$ cat src/rtl/up_down_counter_sweep_ctrl.sv
// ---------------------------------------------------------------------------
// up_down_counter_sweep_ctrl
//
// Sequencer for an external up_down_counter (ports mode, clk, rst, count).
// On an accepted sweep command (lo, hi, n_sweeps) it releases the counter
// from reset so count ramps 0 -> hi, then oscillates hi -> lo -> hi until
// n_sweeps hi->lo sweeps have completed. While idle the counter is held in
// reset (count = 0).
//
// Optional feature (macro UDC_SWEEP_CHECK_EN):
//   A shadow model predicts the counter value every cycle while busy. Any
//   difference sets the sticky mismatch flag and aborts the run. Without
//   the macro the model is absent and mismatch is tied to 0.
//
// Parameters
//   WIDTH      counter width, must match the counter's count port
//   SWEEP_W    width of n_sweeps and sweep_cnt
//
// Ports
//   clk        in   rising-edge clock, shared with the counter
//   rst        in   synchronous active-high reset
//   start      in   command strobe, sampled only in IDLE
//   lo         in   lower turn point, sampled with start
//   hi         in   upper turn point, sampled with start
//   n_sweeps   in   number of hi->lo sweeps, sampled with start
//   abort      in   terminate the current run (wins over start in IDLE)
//   count      in   counter output, fed back
//   cnt_mode   out  counter mode: 0 = up, 1 = down (registered)
//   cnt_rst    out  counter reset (registered)
//   busy       out  high while a run is active
//   done       out  1-cycle pulse when a run completes normally
//   cmd_err    out  1-cycle pulse when a start is rejected
//   sweep_cnt  out  completed sweeps in the current or last run
//   mismatch   out  sticky count-check error
// ---------------------------------------------------------------------------
module up_down_counter_sweep_ctrl #(
  parameter int unsigned WIDTH   = 4,
  parameter int unsigned SWEEP_W = 8
) (
  input  logic               clk,
  input  logic               rst,
  input  logic               start,
  input  logic [WIDTH-1:0]   lo,
  input  logic [WIDTH-1:0]   hi,
  input  logic [SWEEP_W-1:0] n_sweeps,
  input  logic               abort,
  input  logic [WIDTH-1:0]   count,
  output logic               cnt_mode,
  output logic               cnt_rst,
  output logic               busy,
  output logic               done,
  output logic               cmd_err,
  output logic [SWEEP_W-1:0] sweep_cnt,
  output logic               mismatch
);

  typedef enum logic [1:0] {
    ST_IDLE = 2'd0,
    ST_RISE = 2'd1,
    ST_FALL = 2'd2
  } state_e;

  state_e             state_q, state_d;
  logic [WIDTH-1:0]   lo_q, lo_d;
  logic [WIDTH-1:0]   hi_q, hi_d;
  logic [SWEEP_W-1:0] n_q, n_d;
  logic [SWEEP_W-1:0] sweep_q, sweep_d;
  logic               mode_q, mode_d;
  logic               crst_q, crst_d;
  logic               busy_q, busy_d;
  logic               done_q, done_d;
  logic               err_q, err_d;

  logic               cmd_ok;
  logic               at_peak_turn;
  logic               at_trough_turn;
  logic [SWEEP_W-1:0] sweep_inc;
  logic               check_fail;

`ifdef UDC_SWEEP_CHECK_EN
  logic [WIDTH-1:0]   exp_q, exp_d;
  logic               mm_q, mm_d;
`endif

  // Bounds test done one bit wider so lo+2 cannot wrap for lo near max.
  assign cmd_ok = (({1'b0, lo} + (WIDTH+1)'(2)) <= {1'b0, hi}) &&
                  (n_sweeps != '0);

  // The counter registers mode, so turns are requested one step early:
  // seeing hi-1 makes the next-but-one step go down, peaking at exactly hi;
  // seeing lo+1 while falling makes the counter trough at exactly lo.
  assign at_peak_turn   = (count == (hi_q - WIDTH'(1)));
  assign at_trough_turn = (count == (lo_q + WIDTH'(1)));
  assign sweep_inc      = sweep_q + SWEEP_W'(1);

  always_comb begin
    state_d = state_q;
    lo_d    = lo_q;
    hi_d    = hi_q;
    n_d     = n_q;
    sweep_d = sweep_q;
    mode_d  = mode_q;
    crst_d  = crst_q;
    busy_d  = busy_q;
    done_d  = 1'b0;
    err_d   = 1'b0;

`ifdef UDC_SWEEP_CHECK_EN
    mm_d       = mm_q;
    // Shadow counter: mirrors what the external counter does with the
    // mode/rst values it is sampling this edge.
    if (crst_q) begin
      exp_d = '0;
    end else if (mode_q) begin
      exp_d = exp_q - WIDTH'(1);
    end else begin
      exp_d = exp_q + WIDTH'(1);
    end
    check_fail = busy_q && (count != exp_q);
`else
    check_fail = 1'b0;
`endif

    case (state_q)
      ST_IDLE: begin
        // abort in IDLE suppresses both a run and an error pulse
        if (!abort && start) begin
          if (cmd_ok) begin
            lo_d    = lo;
            hi_d    = hi;
            n_d     = n_sweeps;
            sweep_d = '0;
            mode_d  = 1'b0;
            crst_d  = 1'b0;
            busy_d  = 1'b1;
            state_d = ST_RISE;
`ifdef UDC_SWEEP_CHECK_EN
            mm_d    = 1'b0;
`endif
          end else begin
            err_d = 1'b1;
          end
        end
      end

      ST_RISE, ST_FALL: begin
        if (abort || check_fail) begin
          state_d = ST_IDLE;
          crst_d  = 1'b1;
          mode_d  = 1'b0;
          busy_d  = 1'b0;
`ifdef UDC_SWEEP_CHECK_EN
          if (check_fail) begin
            mm_d = 1'b1;
          end
`endif
        end else if (state_q == ST_RISE) begin
          // Only the peak is watched here, so the initial ramp from 0
          // passes lo+1 without effect.
          if (at_peak_turn) begin
            mode_d  = 1'b1;
            state_d = ST_FALL;
          end
        end else begin
          if (at_trough_turn) begin
            sweep_d = sweep_inc;
            if (sweep_inc == n_q) begin
              state_d = ST_IDLE;
              crst_d  = 1'b1;
              mode_d  = 1'b0;
              busy_d  = 1'b0;
              done_d  = 1'b1;
            end else begin
              mode_d  = 1'b0;
              state_d = ST_RISE;
            end
          end
        end
      end

      default: begin
        state_d = ST_IDLE;
        crst_d  = 1'b1;
        mode_d  = 1'b0;
        busy_d  = 1'b0;
      end
    endcase
  end

  always_ff @(posedge clk) begin
    if (rst) begin
      state_q <= ST_IDLE;
      lo_q    <= '0;
      hi_q    <= '0;
      n_q     <= '0;
      sweep_q <= '0;
      mode_q  <= 1'b0;
      crst_q  <= 1'b1;
      busy_q  <= 1'b0;
      done_q  <= 1'b0;
      err_q   <= 1'b0;
`ifdef UDC_SWEEP_CHECK_EN
      exp_q   <= '0;
      mm_q    <= 1'b0;
`endif
    end else begin
      state_q <= state_d;
      lo_q    <= lo_d;
      hi_q    <= hi_d;
      n_q     <= n_d;
      sweep_q <= sweep_d;
      mode_q  <= mode_d;
      crst_q  <= crst_d;
      busy_q  <= busy_d;
      done_q  <= done_d;
      err_q   <= err_d;
`ifdef UDC_SWEEP_CHECK_EN
      exp_q   <= exp_d;
      mm_q    <= mm_d;
`endif
    end
  end

  assign cnt_mode  = mode_q;
  assign cnt_rst   = crst_q;
  assign busy      = busy_q;
  assign done      = done_q;
  assign cmd_err   = err_q;
  assign sweep_cnt = sweep_q;

`ifdef UDC_SWEEP_CHECK_EN
  assign mismatch  = mm_q;
`else
  assign mismatch  = 1'b0;
`endif

endmodule

$ cat config.mk
export PLATFORM = sky130hd
export DESIGN_NAME = up_down_counter_sweep_ctrl
export DESIGN_NICKNAME = d
export VERILOG_FILES = /design/src/rtl/up_down_counter_sweep_ctrl.sv
export SDC_FILE = /design/constraint.sdc
export NUM_CORES = 1
export LEC_CHECK = 0
export ABC_AREA = 1
export ABC_CLOCK_PERIOD_IN_PS = 5300
export BUFFER_PORTS_ARGS = -buffer_cell sky130_fd_sc_hd__buf_4
export CAP_MARGIN = 40
export CORE_ASPECT_RATIO = 0.8
export CORE_MARGIN = 2
export CORE_UTILIZATION = 35
export DETAILED_ROUTE_END_ITERATION = 12
export PLACE_DENSITY = 0.59
export SETUP_SLACK_MARGIN = 0.5
export SLEW_MARGIN = 15
export SYNTH_ARGS = -nofsm -noshare
export SYNTH_HDL_FRONTEND = slang
export SYNTH_SLANG_ARGS = --single-unit
$ cat constraint.sdc
create_clock -name clk -period 5.3 [get_ports clk]
set_clock_uncertainty 0.05 [all_clocks]
set_input_delay 1.06 -clock clk [delete_from_list [all_inputs] [get_ports clk]]
set_output_delay 1.06 -clock clk [all_outputs]
set_load 0.005 [all_outputs]
==> impl_metrics.toml, run 1 <==
[clock_tree]
root_buffer = "clkbuf_8"
cts_hold_buf = 0
cts_resized = 0
htree_levels = 2
cts_buffers = 5
clockBufferDepth = 2
cts.sinks = 31
postCtsSetupBuffers = 0
insertion_delay_ns = 0.28
cts_tree = "done"
clk_pin_slew_ns = 0.07

[power_and_ir_drop]
power.internal_uw = 539.5
p_switching_uw = 366.9
switching_share_pct = 40.48
p_leak_nw = 1.070
ir_worst_vdd_mv = 0.1894
powerDensity_nw_per_um2 = 376.5
clkPwrFrac_pct = 19.9
combinationalPowerShare_pct = 43.2
seqPwrFrac_pct = 36.9

[final_layout]
syn2layout_area_growth_pct = 19.95
fillers = 601
drive_gt1_share_pct = 15.57
layout.nets = 370
register_area_um2 = 620.6
antenna_cells = 0
multi_input_area_um2 = 1184

[global_routing]
antenna_found_initial = 0
grtUsageTotal_pct = 17.09
grt_pass1_wl_um = 8459
overflow = 0
grt_pass1_vias = 1855
grt_max_degree = 33

[detailed_routing]
drc = 0
vias = 1923
dr.pass1.iters = 4
avgViaCountPerCell = 4.667
drt_iter0_drc = 88
ant_nets = 0
routed_wl_um = 4902
wl_per_cell_um = 11.90

[die]
core_area_um2 = 5495
start_util_pct = 36.52
die_area_um2 = 6360
row_count = 24
num_io_pins = 38
die_w_um = 88.66
die_y_um = 71.73

[worst_setup_path]
setup.worst_path.start_class = "input pin"
worstPathMaxFanout = 32
crit_arrival_ns = 3.28
end_kind = "register"
ff2ff_setup_slack_ns = 3.19
cp.required_ns = 5.39
critPathKind = "in -> reg"

[sta]
slew_viol_final = 0
worstMarginPinSlew_ns = 0.8445
rsz0062_at_grt = "false"
fin_crit_sh_pct = 60.24
slew_headroom_pct = 43.70
period_minus_slack_ns = 3.193
clock.fmax_ghz = 0.3132
setup_viol = 0
worst_slack_ns = 2.107
fin_tns_setup_ns = 0
hold_violations = 0

[outcome]
status = "finished clean"

[place]
pre_cts_slack_ns = 1.821
hpwl_um = 3879
port_buffers = 36
routabilityCongestion = 0.8461

[yosys]
synthTopCellsByArea = "dfxtp_1 31%, nand2_1 11%, ha_1 8.1%"
netlist_instances = 299
syn_nets = 336
synth-async-reset-ratio_pct = 0
yosysSeqAreaShare_pct = 30.92
yosys.area.top_type = "dfxtp_1"
ys_dominant_reg_cell = "dfxtp_1"
synth_area_um2 = 2007
ys_types = 32
synth_edf_count = 0
avgSynthCellArea_um2 = 6.712
ys_ff_latch = 31
synth_top_area_share_pct = 30.92
yosys_warnings = 0

[worst_hold_path]
hp-class = "reg -> reg"

[run]
max_cap_viol_count = 0
## synthesized netlist by cell type, drive strengths merged, types with 3 or more instances
| cell | number |
|---|---|
| nand4 | 5 |
| buf | 4 |
| o21ai | 27 |
| dfxtp | 31 |
| inv | 41 |
| a21oi | 24 |
| nand2 | 61 |
| nor2 | 34 |
| xor2 | 4 |
| ha | 13 |
| or2 | 3 |
| xnor2 | 8 |
| clkbuf | 5 |
| nand3 | 30 |
## kinds of logic after synthesis
logic type                 synth area share (%)
AOI/OAI and AO/OA                         13.09
xor gates and xnor gates                  5.237
adders and majority gates                 8.105
buffers and inverters                     10.10
DFF                                       30.92
other                                    0.1869
and+or+nand+nor                           32.36
## cell type report
| class | count | area share [%] |
|---|---|---|
| multi-input cells | 218 | 49.17 |
| flip-flops and latches | 31 | 25.78 |
| repair buffers | 36 | 11.23 |
| inverters | 41 | 6.393 |
| well taps | 78 | 4.054 |
| clock buffers | 7 | 3.170 |
| clock inverters | 1 | 0.2079 |
## stage by stage
step / instances / hold WS, ns / util, % / power [mW] / cell area, um2
4_1_cts: 412 / 0.4032 / 43.81 / 0.9161 / 2407
5_1_grt: 412 / 0.4296 / 43.81 / 0.9965 / 2407
2_1_floorplan: 299 / 0.3858 / - / 0.6139 / 2007
6_report: 412 / 0.3957 / 43.81 / 0.9065 / 2407
3_3_place_gp: 404 / 0.3909 / 42.33 / 0.7277 / 2326
3_5_place_dp: 404 / 0.3861 / 42.33 / 0.7327 / 2326
## sequential cells by signal, indices dropped and copies added, names as in the netlist
name	count
hi_q	4
done	1
cnt_rst	1
n_q	8
state_q	2
cmd_err	1
lo_q	4
cnt_mode	1
sweep_cnt	8
busy	1
## per-layer routing
metal / vias up / part of all wire (%) / routed length (um) / track usage (%)
met5: - / 0 / 0 / 0
li1: 1029 / - / - / -
met2: 36 / 42 / 2048 / 25.12
met3: 9 / 4.5 / 221 / 4.493
met4: 0 / 1.5 / 74 / 6.061
met1: 849 / 52 / 2557 / 24.03
## cells in the final DEF, fill, tap and decap left out, types with 4 or more instances in the layout
master | netlist | final
buf_4 | 1 | 36
nand3_1 | 29 | 29
nand4_1 | 5 | 5
nand2_1 | 60 | 60
dfxtp_1 | 31 | 31
nor2_2 | 4 | 4
o21ai_1 | 7 | 7
ha_1 | 13 | 13
xor2_1 | 4 | 4
a21oi_1 | 24 | 24
o21ai_0 | 20 | 20
inv_1 | 41 | 41
xnor2_1 | 8 | 8
clkbuf_8 | 0 | 5
nor2_1 | 28 | 28
## power groups by stage
stage                     Sequential, mW  Combinational [mW]  Clock, mW
after global placement             0.338               0.389          0
after floorplan                    0.330               0.284          0
after detailed placement           0.340               0.393          0
after CTS                          0.335               0.395      0.187
after global routing               0.344               0.452      0.200
final                              0.334               0.392      0.181
## worst max-delay path: stages
cell and delay (ns):
buf_4 0.13, ha_1 0.20, xor2_1 0.14, ha_1 0.30, a21oi_1 0.14, o21ai_1 0.07
nand2_1 0.05, nand2_1 0.07, or3_1 0.67, o21ai_0 0.36, a21oi_1 0.08
## final timing paths
path / startpoint / endpoint / depth (start not counted)
setup / recovery: lo[1] / lo_q[0] / 11
hold / removal: busy / busy / 2
setup reg to reg: lo_q[0] / sweep_cnt[2] / 11
hold reg to reg: busy / busy / 2
Note: power is estimated with default switching activity, not from simulation.
==> inputs of run 2 (changes only) <==
ABC_CLOCK_PERIOD_IN_PS = 2740   (was 5300)
PLACE_DENSITY = 0.61   (was 0.59)
clock period = 2.74 ns   (was 5.3 ns; I/O delays follow)
==> run 2 against run 1 <==
Effect of this change: sequential cell count unchanged; routed wire length up 6.4%; hold slack better by 0.012 ns; worst setup slack worse by 1.6 ns; count of clock-buffer cells in the layout down 1; via count grew 4.7%; critical endpoint is now sweep_cnt[4]; largest power group unchanged.
==> impl_metrics.toml, run 2 (same netlist as run 1, synthesis figures left out) <==
[sta]
slew_viol_final = 0
rsz0062_at_grt = "true"
period_minus_slack_ns = 2.280
worstMarginPinSlew_ns = 0.9262
setup_viol = 0
slew_headroom_pct = 38.19
fin_crit_sh_pct = 83.21
fin_tns_setup_ns = 0
hold_violations = 0
clock.fmax_ghz = 0.4386

[final_layout]
multi_input_area_um2 = 1313
antenna_cells = 0
mostFrequentLayoutCells = "56 x nand2_1, 41 x inv_1, 40 x buf_4"
drive_gt1_share_pct = 27.25
layout.nets = 382
fillers = 563
layout_commonest_cell = "nand2_1"
register_area_um2 = 623.1
syn2layout_area_growth_pct = 34.98

[die]
num_io_pins = 38
die_y_um = 71.73
row_count = 24
core_area_um2 = 5495
start_util_pct = 36.52
die_area_um2 = 6360
die_w_um = 88.66

[global_routing]
grt_max_degree = 33
grtUsageTotal_pct = 16.50
antenna_found_initial = 0
grt_pass1_vias = 1830
overflow = 0
grt_pass1_wl_um = 8162

[detailed_routing]
wl_per_cell_um = 12.33
drc = 0
dr.pass1.iters = 5
drt_iter0_drc = 83
avgViaCountPerCell = 4.759
vias = 2013
routed_wl_um = 5217
ant_nets = 0

[power_and_ir_drop]
powerDensity_nw_per_um2 = 724.4
switching_share_pct = 40.19
ir_worst_vdd_mv = 0.2922
p_leak_nw = 1.192
clkPwrFrac_pct = 19.4
power_mw = 1.962
p_switching_uw = 788.6
combinationalPowerShare_pct = 47.7
seqPwrFrac_pct = 33.0
power.internal_mw = 1.174

[run]
max_cap_viol_count = 0

[worst_setup_path]
end_kind = "register"
critPathKind = "in -> reg"
cp.required_ns = 2.89
crit_arrival_ns = 2.43
reg2reg_depth = 12
setup.worst_path.start_class = "input pin"
worstPathMaxFanout = 8
crit_chain = "buf_8 -> ha_4 -> xor2_1 -> ha_1 -> a21oi_2 -> o21ai_1 -> nand2_1 -> nand2_2 -> o21ai_4 -> nand2_2 -> nor2_8 -> buf_6 -> nand2_1 -> o21ai_1 -> nor2_1"
critPathMaxStageDelay_ns = 0.35
critical_path.startpoint = "lo[2]"
path_buf_inv = 2
r2r_end = "sweep_cnt[4]"
cp_slowest_cell = "ha_1"
ff2ff_setup_slack_ns = 0.63
crit_cells = 15
cp-endpoint = "sweep_cnt[4]"
r2r_start = "lo_q[0]"
critPathTopFamily = "adder cells"

[clock_tree]
htree_levels = 2
cts_buffers = 5
clockBufferDepth = 2
cts.sinks = 31
cts_tree = "done"
cts_hold_buf = 0
insertion_delay_ns = 0.29
root_buffer = "clkbuf_8"
clk_pin_slew_ns = 0.07

[place]
routabilityCongestion = 0.8424
hpwl_um = 3797
port_buffers = 36

[outcome]
status = "finished clean"

[worst_hold_path]
hp-class = "reg -> reg"
==> run 2: repair_timing <==
action / 4_1_cts / 5_1_grt
setup buffers: 4 / 5
gates resized for setup: 4 / 35
cloned: 0 / 2
setup endpoints to repair: 10 / 29
pin swaps: 3 / 24
==> run 2: stage by stage <==
stage | hold WS [ns] | worst slack (ns) | util [%] | std cells | cell area, um2
finish | 0.4081 | 0.4601 | 49.29 | 423 | 2709
global route | 0.4221 | 0.3262 | 49.29 | 423 | 2709
CTS | 0.4066 | 0.5051 | 45.51 | 416 | 2501
detailed placement | 0.3952 | 0.1438 | 43.08 | 405 | 2367
global placement | 0.3935 | 0.1575 | 43.08 | 405 | 2367
floorplan | 0.3866 | 0.3872 | - | 299 | 2044
==> run 2: worst reg2reg max path, cell delays in order (launching register included) <==
cell      delay [ns]
dfxtp_2         0.34
ha_1            0.30
xnor2_1         0.16
nand2_1         0.06
a21oi_1         0.11
nand3b_1        0.21
nor2_2          0.20
nor2_2          0.08
nor2_8          0.16
buf_6           0.16
nand2_1         0.05
o21ai_1         0.07
nor2_1          0.05
==> run 2: power groups by stage <==
stage               registers, mW  clock network [mW]  logic, mW
floorplan                   0.638                   0      0.565
global placement            0.655                   0      0.773
detailed placement          0.654                   0      0.781
CTS                         0.644               0.382      0.842
global route                0.664               0.400       1.06
finish                      0.647               0.380      0.935
==> run 2: area by class of cell <==
| cell class | count | area share (%) |
|---|---|---|
| sequential | 31 | 23.00 |
| clock inverter | 1 | 0.1848 |
| clock buffer | 6 | 3.048 |
| multi-input combinational | 218 | 48.45 |
| timing repair buffer | 48 | 16.03 |
| tap | 78 | 3.603 |
| inverter | 41 | 5.681 |
==> run 2: metal layers <==
layer | vias to the layer above | GRT usage [%] | wire, um
met4 | 0 | 4.545 | 76
met2 | 41 | 25.37 | 2335
li1 | 1054 | - | -
met5 | - | 0 | 0
met1 | 910 | 23.22 | 2618
met3 | 8 | 3.687 | 187
==> run 2: worst min-delay path by stage <==
stage	slack, ns	endpoint	cells after the start	from
4_1_cts	0.41	busy	2	busy
3_3_place_gp	0.39	busy	2	busy
5_1_grt	0.42	busy	2	busy
2_1_floorplan	0.39	n_q[1]	2	n_q[1]
6_report	0.41	busy	2	busy
3_5_place_dp	0.40	busy	2	busy
